--- config.mk ---
export PLATFORM = sky130hd
export DESIGN_NAME = alu_axi_sequencer
export DESIGN_NICKNAME = d
export VERILOG_FILES = /design/src/rtl/alu_axi_sequencer.sv
export SDC_FILE = /design/constraint.sdc
export NUM_CORES = 1
export LEC_CHECK = 0
export CAP_MARGIN = 20
export CORE_MARGIN = 3
export CORE_UTILIZATION = 47
export CTS_CLUSTER_SIZE = 20
export DETAILED_ROUTE_END_ITERATION = 8
export GPL_ROUTABILITY_DRIVEN = 0
export PLACE_DENSITY = 0.86
export SLEW_MARGIN = 20
export SYNTH_ARGS = -nofsm -noshare
export SYNTH_HDL_FRONTEND = slang
export SYNTH_SLANG_ARGS = --single-unit
--- constraint.sdc ---
create_clock -name clk -period 2.43 [get_ports clk]
set_input_delay 0.243 -clock clk [delete_from_list [all_inputs] [get_ports clk]]
set_output_delay 0.243 -clock clk [all_outputs]
set_load 0.01 [all_outputs]
--- src/rtl/alu_axi_sequencer.sv ---
// AXI-lite master that runs one complete ALU operation. It writes op1, op2 and
// opcode, reads back the result register, and returns the data and response status.
module alu_axi_sequencer #(
  parameter int unsigned           DATA_WIDTH = 8,
  parameter int unsigned           ADDR_WIDTH = 32,
  parameter logic [ADDR_WIDTH-1:0] BASE_ADDR  = '0,
  parameter int unsigned           CNT_WIDTH  = 16
) (
  input  logic                  clk,
  input  logic                  rstn,
  // command port
  input  logic                  cmd_valid,
  output logic                  cmd_ready,
  input  logic [DATA_WIDTH-1:0] cmd_op1,
  input  logic [DATA_WIDTH-1:0] cmd_op2,
  input  logic [DATA_WIDTH-1:0] cmd_opcode,
  // result port
  output logic                  res_valid,
  input  logic                  res_ready,
  output logic [DATA_WIDTH-1:0] res_data,
  output logic                  res_err,
  output logic [1:0]            res_resp,
  output logic [CNT_WIDTH-1:0]  done_count,
  // AXI-lite write channels
  output logic [ADDR_WIDTH-1:0] awaddr,
  output logic                  awvalid,
  input  logic                  awready,
  output logic [DATA_WIDTH-1:0] wdata,
  output logic                  wvalid,
  input  logic                  wready,
  input  logic [1:0]            bresp,
  input  logic                  bvalid,
  output logic                  bready,
  // AXI-lite read channels
  output logic [ADDR_WIDTH-1:0] araddr,
  output logic                  arvalid,
  input  logic                  arready,
  input  logic [DATA_WIDTH-1:0] rdata,
  input  logic [1:0]            rresp,
  input  logic                  rvalid,
  output logic                  rready,
  // current FSM state, for observation only
  output logic [2:0]            dbg_state
);

  // Handshake rule for every port: a transfer occurs on a rising clk edge where
  // valid and ready are both high. Valids are registered, never depend on the
  // matching ready, and stay high until their own transfer completes.

  typedef enum logic [2:0] {
    IDLE    = 3'd0,
    WR      = 3'd1,
    WR_RESP = 3'd2,
    RD_ADDR = 3'd3,
    RD_DATA = 3'd4,
    RESULT  = 3'd5
  } state_t;

  localparam logic [ADDR_WIDTH-1:0] RES_ADDR = BASE_ADDR + ADDR_WIDTH'(3);

  state_t                state_q, state_d;
  logic [1:0]            idx_q, idx_d;
  logic [DATA_WIDTH-1:0] op1_q, op1_d;
  logic [DATA_WIDTH-1:0] op2_q, op2_d;
  logic [DATA_WIDTH-1:0] opc_q, opc_d;
  logic                  awvalid_q, awvalid_d;
  logic                  wvalid_q, wvalid_d;
  logic [ADDR_WIDTH-1:0] awaddr_q, awaddr_d;
  logic [DATA_WIDTH-1:0] wdata_q, wdata_d;
  logic [ADDR_WIDTH-1:0] araddr_q, araddr_d;
  logic [DATA_WIDTH-1:0] res_data_q, res_data_d;
  logic                  res_err_q, res_err_d;
  logic [1:0]            res_resp_q, res_resp_d;
  logic [CNT_WIDTH-1:0]  done_q, done_d;
  logic                  aw_fin, w_fin;

  function automatic logic [DATA_WIDTH-1:0] wr_word(
    input logic [1:0]            idx,
    input logic [DATA_WIDTH-1:0] a,
    input logic [DATA_WIDTH-1:0] b,
    input logic [DATA_WIDTH-1:0] c
  );
    logic [DATA_WIDTH-1:0] w;
    case (idx)
      2'd0:    w = a;
      2'd1:    w = b;
      default: w = c;
    endcase
    return w;
  endfunction

  // A channel is finished once its valid has dropped or is being accepted now.
  assign aw_fin = !awvalid_q || awready;
  assign w_fin  = !wvalid_q  || wready;

  always_comb begin
    state_d    = state_q;
    idx_d      = idx_q;
    op1_d      = op1_q;
    op2_d      = op2_q;
    opc_d      = opc_q;
    awvalid_d  = awvalid_q;
    wvalid_d   = wvalid_q;
    awaddr_d   = awaddr_q;
    wdata_d    = wdata_q;
    araddr_d   = araddr_q;
    res_data_d = res_data_q;
    res_err_d  = res_err_q;
    res_resp_d = res_resp_q;
    done_d     = done_q;

    case (state_q)
      IDLE: begin
        if (cmd_valid) begin
          op1_d      = cmd_op1;
          op2_d      = cmd_op2;
          opc_d      = cmd_opcode;
          idx_d      = 2'd0;
          res_err_d  = 1'b0;
          res_resp_d = 2'b00;
          awvalid_d  = 1'b1;
          wvalid_d   = 1'b1;
          awaddr_d   = BASE_ADDR;
          wdata_d    = cmd_op1;
          state_d    = WR;
        end
      end

      WR: begin
        if (awvalid_q && awready) awvalid_d = 1'b0;
        if (wvalid_q && wready)   wvalid_d  = 1'b0;
        if (aw_fin && w_fin)      state_d   = WR_RESP;
      end

      WR_RESP: begin
        if (bvalid) begin
          if (bresp != 2'b00) begin
            // Abort the rest of the sequence; the error is the result.
            res_err_d  = 1'b1;
            res_resp_d = bresp;
            res_data_d = '0;
            state_d    = RESULT;
          end else if (idx_q < 2'd2) begin
            idx_d     = idx_q + 2'd1;
            awvalid_d = 1'b1;
            wvalid_d  = 1'b1;
            awaddr_d  = BASE_ADDR + ADDR_WIDTH'(idx_q + 2'd1);
            wdata_d   = wr_word(idx_q + 2'd1, op1_q, op2_q, opc_q);
            state_d   = WR;
          end else begin
            araddr_d = RES_ADDR;
            state_d  = RD_ADDR;
          end
        end
      end

      RD_ADDR: begin
        if (arready) state_d = RD_DATA;
      end

      RD_DATA: begin
        if (rvalid) begin
          res_data_d = rdata;
          if (rresp != 2'b00) begin
            res_err_d  = 1'b1;
            res_resp_d = rresp;
          end
          state_d = RESULT;
        end
      end

      RESULT: begin
        if (res_ready) begin
          done_d  = done_q + CNT_WIDTH'(1);
          state_d = IDLE;
        end
      end

      default: state_d = IDLE;
    endcase
  end

  always_ff @(posedge clk or negedge rstn) begin
    if (!rstn) begin
      state_q    <= IDLE;
      idx_q      <= 2'd0;
      op1_q      <= '0;
      op2_q      <= '0;
      opc_q      <= '0;
      awvalid_q  <= 1'b0;
      wvalid_q   <= 1'b0;
      awaddr_q   <= '0;
      wdata_q    <= '0;
      araddr_q   <= '0;
      res_data_q <= '0;
      res_err_q  <= 1'b0;
      res_resp_q <= 2'b00;
      done_q     <= '0;
    end else begin
      state_q    <= state_d;
      idx_q      <= idx_d;
      op1_q      <= op1_d;
      op2_q      <= op2_d;
      opc_q      <= opc_d;
      awvalid_q  <= awvalid_d;
      wvalid_q   <= wvalid_d;
      awaddr_q   <= awaddr_d;
      wdata_q    <= wdata_d;
      araddr_q   <= araddr_d;
      res_data_q <= res_data_d;
      res_err_q  <= res_err_d;
      res_resp_q <= res_resp_d;
      done_q     <= done_d;
    end
  end

  // State-decoded strobes come straight from the state register, so they are glitch-free.
  assign cmd_ready  = (state_q == IDLE);
  assign bready     = (state_q == WR_RESP);
  assign arvalid    = (state_q == RD_ADDR);
  assign rready     = (state_q == RD_DATA);
  assign res_valid  = (state_q == RESULT);

  assign awvalid    = awvalid_q;
  assign wvalid     = wvalid_q;
  assign awaddr     = awaddr_q;
  assign wdata      = wdata_q;
  assign araddr     = araddr_q;
  assign res_data   = res_data_q;
  assign res_err    = res_err_q;
  assign res_resp   = res_resp_q;
  assign done_count = done_q;
  assign dbg_state  = state_q;

endmodule

**Yosys cells after proc, flatten, opt, wreduce, memory -nomap -nowiden**

Cells that the tools add are included.

- Bits in read-only memories: 0
- Output and inout port bits: 109
- Latch bits: 0
- Word-level logic and storage cells: 110
- Register bits: 99
- Input port bits: 45
- Memories: 0
- Memory bits (writable): 0

- Reduce and logical (&&, ||, !) cells: 24
- Div/mod/pow operators: 0
- Magnitude comparators: 1
- Mux-type cells: 48
- $add $sub $neg: 3
- Multipliers: 0
- Equality and inequality tests: 18
- Shift-type cells: 0
- Bitwise operators: 2

Operators with widths:

| cell | number |
|---|---|
| 2-to-1 mux 32 bit | 4 |
| one-hot mux 32 bit (2 select lines) | 1 |
| 2-to-1 mux 8 bit | 7 |
| one-hot mux 8 bit (2 select lines) | 3 |
| AND reduction 6 bit | 4 |
| 2-to-1 mux 3 bit | 7 |
| 2-to-1 mux 2 bit | 9 |
| one-hot mux 3 bit (6 select lines) | 1 |
| adder 16 x 1 -> 16 bit, second input constant | 1 |
| != test 2 bit, second input constant | 7 |
| 2-to-1 mux 1 bit | 11 |
| != test 2 x 1 -> 1 bit, second input constant | 5 |
| one-hot mux 1 bit (3 select lines) | 3 |
| AND reduction 4 bit | 2 |
| nonzero test 2 bit | 4 |
| == test 3 x 2 -> 1 bit, second input constant | 2 |
| == test 3 bit, second input constant | 2 |
| one-hot mux 2 bit (3 select lines) | 1 |
| nonzero test 3 bit | 2 |
| AND reduction 5 bit | 1 |
| one-hot mux 2 bit (2 select lines) | 1 |
| AND reduction 2 bit | 2 |
| adder 2 x 1 -> 3 bit, second input constant | 1 |
| == test 3 x 1 -> 1 bit, second input constant | 1 |
| 9 further kinds | 14 |

**Logic depth before layout (Yosys ltp)**

Gate-level depths: netlist of the first run.

- Depth in word-level cells: 7
- Gate-level depth with buffers: 7
- Mapped depth without buffers: 5

**Worst setup path before layout of the first run**

No wires, ideal clock.

- Kind: register -> register
- Start point: register, netlist name awaddr[1]
- End point: register wdata_q[6] (netlist: wdata[6])
- Cell stages (with the launch flop): 7
- Buffers on the path: 1
- Data arrival time: 1.586 ns
- Required time: 2.305 ns
- Library setup time: 0.125 ns
- Setup slack: 0.719 ns
- Cell sequence: dfrtp_1 -> inv_1 -> ha_1 -> clkbuf_1 -> nor2b_1 -> o31ai_1 -> mux2_2

RTL lines:

| item | RTL line | RTL |
|---|---|---|
| end signal, assigned | 208 | `wdata_q <= wdata_d;` |
| end, declared | 69 | `logic [DATA_WIDTH-1:0] wdata_q, wdata_d;` |

**Worst setup path after layout of the first run**

- Start point: register state_q[1] (netlist: dbg_state[1])
- End point: output bready

- Word-level cells in the longest chain between the ends: 1

RTL lines:

| item | RTL line | RTL |
|---|---|---|
| start, declared | 61 | `state_t state_q, state_d;` |
| start signal, assigned | 200 | `state_q <= state_d;` |
| == test 3 x 2 -> 1 bit | 219 | `assign bready = (state_q == WR_RESP);` |
| end, declared | 33 | `output logic bready,` |

Every way passes these cells.

==> results.sh, run 1 <==
export IMPL_run_status="finished, final reports clean"
export IMPL_most_common_layout_cells="clkdlybuf4s50_1, dfrtp_1, conb_1, mux2_2, nand2_1"
export IMPL_critical_path_max_fanout=16
export IMPL_syn_to_final_growth_pct=25.65
export IMPL_detailroute_via_count=2721
export IMPL_finalSetupViolCount=0
export IMPL_detailedRoute_firstPassIterationCount=4
export IMPL_postSynthAreaPerCell_um2=10.99
export IMPL_finalHoldViolations=0
export IMPL_postRouteAntennaNets=0
export IMPL_grt_overflow_total=0
export IMPL_syn_instance_count=344
export IMPL_post_cts_buffers=0
export IMPL_detail_route_wirelength_um=8089
export IMPL_wl_per_cell_um=14.90
export IMPL_timing_max_slew_rel_slack=0.5381
export IMPL_detail_routed_via_count_per_cell=5.011
export IMPL_synth_ff_latch_count=68
export IMPL_placement_rows=32
export IMPL_worst_setup_path_type="reg2out"
export IMPL_gr_usage_all_layers=0.1805
export IMPL_cts_sinks=68
export IMPL_timing_critical_path_to_type="output pin"
export IMPL_peak_supply_drop_mv=0.5254
export IMPL_buffers_on_ports=94
export IMPL_worstHoldPathType="in2reg"
export IMPL_ys_warnings_count=0
export IMPL_setup_repair_after_global_routing_missed_its_margin="false"
export IMPL_dieArea_um2=9155
export IMPL_grt_pass1_wl_um=12800
export IMPL_finalSetupTns_ns=0
export IMPL_fin_crit_sh=0.9318
export IMPL_final_common_cell="clkdlybuf4s50_1"
export IMPL_floorplan_die_width_um=95.68
export IMPL_power_frac_clock=0.175
export IMPL_sw_frac_of_total=0.3437
export IMPL_cts_hold_buf=1
export IMPL_pin_count_of_the_biggest_net_entering_global_routing=40
export IMPL_effective_utilization_at_floorplan=0.4866
export IMPL_detailed_place_hpwl_um=6131
export IMPL_synth_async_sr_flop_share=1.000
export IMPL_p_leak_uw=0.002081
export IMPL_max_cap_violations=0
export IMPL_antenna_found_initial=0
export IMPL_io_pins=154
export IMPL_fin_skew_ns=0.007344
export IMPL_tritoncts="yes"
export IMPL_worstPathRequired_ns=2.19
export IMPL_buffer_depth_of_the_longest_clock_path=2
export IMPL_cp_data_arrival_time_ns=2.02
export IMPL_switching_power_uw=1628
export IMPL_route_detailed_drc=0
export IMPL_placeableCoreArea_um2=7767
export IMPL_end_of_flow_core_utilization=0.6115
export IMPL_worstRegToRegCells=4
export IMPL_htreeDepth=3
export IMPL_fp_dieH_um=95.68
export IMPL_nNetsFinal=486
export IMPL_tightest_slew_ns=0.6928
export IMPL_drive_above_1_share=0.1678
export IMPL_final_count_of_pins_violating_max_slew=0
export IMPL_vias_in_the_first_global_route=2708
export IMPL_synth_seq_area_share=0.4502
export IMPL_numCtsBuffers=9
export IMPL_p_int_uw=3108
export IMPL_num_antenna_cells=0
export IMPL_number_of_different_library_cells_in_the_post_synthesis_netlist=49
export IMPL_fmaxAchievable_mhz=441.6
export IMPL_sort_of_element_at_the_start_of_the_critical_path="flip-flop"
export IMPL_clk_pin_slew_ns=0.07
export IMPL_clock_tree_root_cell="clkbuf_8"
export IMPL_final_instance_count_excl_fill=543
export IMPL_worst_skew_pair_late_latency_ns=0.32
export IMPL_place_detailed_instances=528
export IMPL_combPwrFrac=0.437
export IMPL_combined_area_of_all_synthesized_cells_um2=3780
export IMPL_drtIter0Drc=72
export IMPL_power_density_cell_area_nw_per_um2=997.1
export IMPL_min_path_cells=3
export IMPL_post_cts_resize_count=0
export IMPL_synth_enable_flop_cells=0
export IMPL_post_synth_top_flop="dfrtp_1"
export IMPL_nFillCells=630
export IMPL_power_frac_seq=0.388
export IMPL_final_min_clock_period_ns=2.264
## area by class of cell
cell class	count	area [um^2]	share of cell area
Clock buffer	12	165.2	0.03477
Clock inverter	2	10.01	0.002107
Inverter	7	26.28	0.005532
Multi-Input combinational cell	249	1700	0.3580
Sequential cell	68	1702	0.3583
Tap cell	102	127.6	0.02687
Timing Repair Buffer	103	1018	0.2144
## synth_stat cells (2+ instances only)
library cell	n	area [um^2]
a22oi_1	2	15.01
mux2_2	36	405.4
and4_1	2	17.52
ha_1	3	37.54
and2_1	2	12.51
o21ai_2	8	70.07
and3_1	2	12.51
nand2_1	32	120.1
nand3_1	6	30.03
buf_6	5	56.30
clkbuf_1	3	11.26
nor3_1	2	10.01
o21ai_0	2	10.01
buf_4	64	480.5
xnor2_1	14	122.6
buf_1	2	7.510
nor2b_1	10	62.56
mux2i_1	3	30.03
nor2_1	10	37.54
buf_2	3	15.01
o41ai_1	2	17.52
nand4_1	5	31.28
or2b_1	2	15.01
dfrtp_1	68	1702
o31ai_1	18	135.1
a221oi_1	9	78.83
inv_1	7	26.28
## flip-flops by register name, summed over array words and instances (netlist names)
signal,flops
araddr,1
awaddr,2
awvalid,1
dbg_state,3
done_count,16
idx_q,1
op1_q,8
op2_q,8
opc_q,8
res_data,8
res_err,1
res_resp,2
wdata,8
wvalid,1
## metrics by stage
stage	worst slack, ns	hold slack, ns	total power, uW	instance area [um^2]
6_report	0.1656	0.4658	4736	4750
5_1_grt	0.02567	0.4703	5065	4750
3_5_place_dp	0.2370	0.3250	3938	4564
4_1_cts	0.1346	0.4517	4782	4750
3_3_place_gp	0.3041	0.3085	3841	4564
2_1_floorplan	0.7193	-0.05259	3168	3998
## power by group through the flow
stage / clock (uW) / sequential (uW) / combinational, uW
floorplan: 0 / 1860 / 1310
global placement: 0 / 1830 / 2010
detailed placement: 0 / 1860 / 2080
CTS: 854 / 1840 / 2090
global route: 909 / 1890 / 2260
finish: 831 / 1840 / 2070
## cells by family after synthesis
logic type	after synthesis	share of synthesized area
compound gates	51	0.1109
xor+xnor	15	0.03476
fa+ha+maj	3	0.009932
buf+inv	85	0.1592
flops	68	0.4502
mux	40	0.1221
other cells	1	0.0009921
simple gates	81	0.1119
## layer usage
layer,track usage,part of all wire,up-vias
li1,-,-,1274
met1,0.2271,0.42,1319
met2,0.3017,0.49,120
met3,0.05209,0.089,8
met4,0.05213,0.0069,0
met5,0,0,-
## final timing paths
kind	slack, ns	start	to
setup / recovery	0.17	dbg_state[1]	bready
hold / removal	0.47	rdata[1]	res_data[1]
hold reg to reg	0.47	done_count[15]	done_count[15]
max in group asynchronous	1.27	rstn	opc_q[6]
setup reg to reg	0.43	dbg_state[1]	res_data[7]
min in group asynchronous	0.50	rstn	op2_q[4]
## critical path, cell delays in order, from the launching register on
cell	delay (ns)
dfrtp_1	0.60
or3b_1	0.42
inv_1	0.09
clkdlybuf4s50_1	0.58
Note: power is estimated with default switching activity, not from simulation.
==> inputs of run 2 (changes only) <==
- RECOVER_POWER: not set -> 25
==> run 2 against run 1 <==
Effect of this change: the run now ends with capacitance limit, slew limit left; worst setup slack did not move; non-clock buffer count unchanged; die area stayed put; largest power group unchanged; highest routed layer unchanged.
==> results.sh, run 2 (synthesis results as in run 1) <==
export IMPL_run_status="complete, but fails checks"
export IMPL_failing_checks="capacitance limit, slew limit"
export IMPL_p_leak_uw=0.002078
export IMPL_finalHoldViolations=0
export IMPL_numCtsBuffers=9
export IMPL_grt_overflow_total=0
export IMPL_detail_routed_via_count_per_cell=5.011
export IMPL_num_antenna_cells=0
export IMPL_worstRegToRegCells=4
export IMPL_timing_hold_worst_start="rdata[1]"
export IMPL_largest_register_ff_count=16
export IMPL_buffers_on_ports=94
export IMPL_tightest_slew_ns=1.672
export IMPL_worst_setup_path_type="reg2out"
export IMPL_power_frac_seq=0.388
export IMPL_detailroute_via_count=2721
export IMPL_combPwrFrac=0.437
export IMPL_timing_max_slew_rel_slack=-0.1149
export IMPL_nNetsFinal=486
export IMPL_post_cts_resize_count=0
export IMPL_pre_cts_slack_ns=0.2370
export IMPL_most_common_layout_cells="clkdlybuf4s50_1, dfrtp_1, conb_1, mux2_2, nand2_1"
export IMPL_cts_hold_buf=1
export IMPL_min_path_cells=3
export IMPL_vias_in_the_first_global_route=2708
export IMPL_power_density_cell_area_nw_per_um2=997.4
export IMPL_placement_rows=32
export IMPL_power_frac_clock=0.175
export IMPL_critical_path_max_fanout=16
export IMPL_detail_route_wirelength_um=8091
export IMPL_post_cts_buffers=0
export IMPL_antenna_found_initial=0
export IMPL_postRouteAntennaNets=0
export IMPL_sw_frac_of_total=0.3437
export IMPL_htreeDepth=3
export IMPL_clk_pin_slew_ns=0.07
export IMPL_finalSetupTns_ns=0
export IMPL_pin_count_of_the_biggest_net_entering_global_routing=40
export IMPL_nFillCells=631
export IMPL_detailedRoute_firstPassIterationCount=4
export IMPL_floorplan_die_width_um=95.68
export IMPL_detailed_place_hpwl_um=6131
export IMPL_tritoncts="yes"
export IMPL_postLayoutCellArea_um2=4748
export IMPL_timing_critical_path_slowest_cell_delay_ns=0.60
export IMPL_drtIter0Drc=72
export IMPL_placeableCoreArea_um2=7767
export IMPL_finalSetupViolCount=0
export IMPL_cp_data_arrival_time_ns=2.02
export IMPL_worst_skew_pair_late_latency_ns=0.32
export IMPL_p_int_uw=3108
export IMPL_total_power_uw=4736
export IMPL_route_detailed_drc=0
export IMPL_fin_skew_ns=0.007344
export IMPL_io_pins=154
export IMPL_switching_power_uw=1628
export IMPL_timing_critical_path_to_type="output pin"
export IMPL_final_count_of_pins_violating_max_slew=30
export IMPL_syn_to_final_growth_pct=25.62
export IMPL_max_cap_violations=1
export IMPL_peak_supply_drop_mv=0.5269
export IMPL_worstPathRequired_ns=2.19
export IMPL_rr_startpoint="dbg_state[1]"
export IMPL_final_min_clock_period_ns=2.264
export IMPL_final_common_cell="clkdlybuf4s50_1"
export IMPL_gr_usage_all_layers=0.1805
export IMPL_cp_cell_sequence="or3b_1 -> inv_1 -> clkdlybuf4s50_1"
export IMPL_worstHoldPathType="in2reg"
export IMPL_effective_utilization_at_floorplan=0.4866
export IMPL_cp_startpoint="dbg_state[1]"
export IMPL_clock_tree_root_cell="clkbuf_8"
export IMPL_fp_dieH_um=95.68
export IMPL_fin_crit_sh=0.9318
export IMPL_setup_ws_ns=0.1656
export IMPL_fmaxAchievable_mhz=441.6
export IMPL_sort_of_element_at_the_start_of_the_critical_path="flip-flop"
export IMPL_dieArea_um2=9155
export IMPL_detailed_place_area_um2=4564
export IMPL_wl_per_cell_um=14.90
export IMPL_setup_repair_after_global_routing_missed_its_margin="false"
export IMPL_drive_above_1_share=0.1655
export IMPL_buffer_depth_of_the_longest_clock_path=2
export IMPL_cts_sinks=68
export IMPL_grt_pass1_wl_um=12800
export IMPL_timing_critical_path_slowest_stage_cell="dfrtp_1"
[run 2: changes by cell type in the layout (fill, tap and decap cells not counted), sizes merged]
cell    change
clkbuf      +1
buf         -1
[run 2: worst max-delay path, delay by kind of cell (launching register included)]
kind | cells | cell delay, ns
buffers and inverters | 2 | 0.67
flip-flops | 1 | 0.60
AND/OR/NAND/NOR | 1 | 0.42
[run 2: final cells by class]
class,count,area (um^2),share of cell area
well taps,102,127.6,0.02688
multi-input cells,249,1700,0.3581
flip-flops and latches,68,1702,0.3584
clock inverters,2,10.01,0.002108
clock buffers,12,165.2,0.03478
inverters,7,26.28,0.005534
repair buffers,103,1017,0.2142
[run 2: final timing paths]
check / slack, ns / endpoint
setup / recovery: 0.17 / bready
hold / removal: 0.47 / res_data[1]
setup reg to reg: 0.43 / res_data[7]
hold reg to reg: 0.47 / done_count[15]
max in group asynchronous: 0.57 / done_count[6]
min in group asynchronous: 0.89 / op2_q[4]
[run 2: through the flow]
step / hold WS, ns / utilization / std cells
6_report: 0.4658 / 0.6113 / 543
5_1_grt: 0.4703 / 0.6113 / 543
4_1_cts: 0.4517 / 0.6115 / 543
3_5_place_dp: 0.3250 / 0.5876 / 528
3_3_place_gp: 0.3085 / 0.5876 / 528
2_1_floorplan: -0.05259 / - / 402
[run 2: power by group through the flow]
stage,Clock [uW],Sequential [uW],Combinational (uW)
6_report,831,1840,2070
5_1_grt,909,1890,2260
4_1_cts,854,1840,2090
3_5_place_dp,0,1860,2080
3_3_place_gp,0,1830,2010
2_1_floorplan,0,1860,1310
[run 2: per-layer routing]
metal,share of wire,vias to the layer above,global-route usage
met4,0.0069,0,0.05213
met3,0.089,8,0.05209
li1,-,1274,-
met5,0,-,0
met1,0.42,1319,0.2271
met2,0.49,120,0.3017
==> inputs of run 3 (changes only) <==
- ABC_CLOCK_PERIOD_IN_PS: not set -> 2430
- CTS_CLUSTER_DIAMETER: not set -> 80
- SKIP_LAST_GASP: not set -> 1
==> results of run 3 <==
No change in the layout: final DEF, timing and power equal those of run 2.
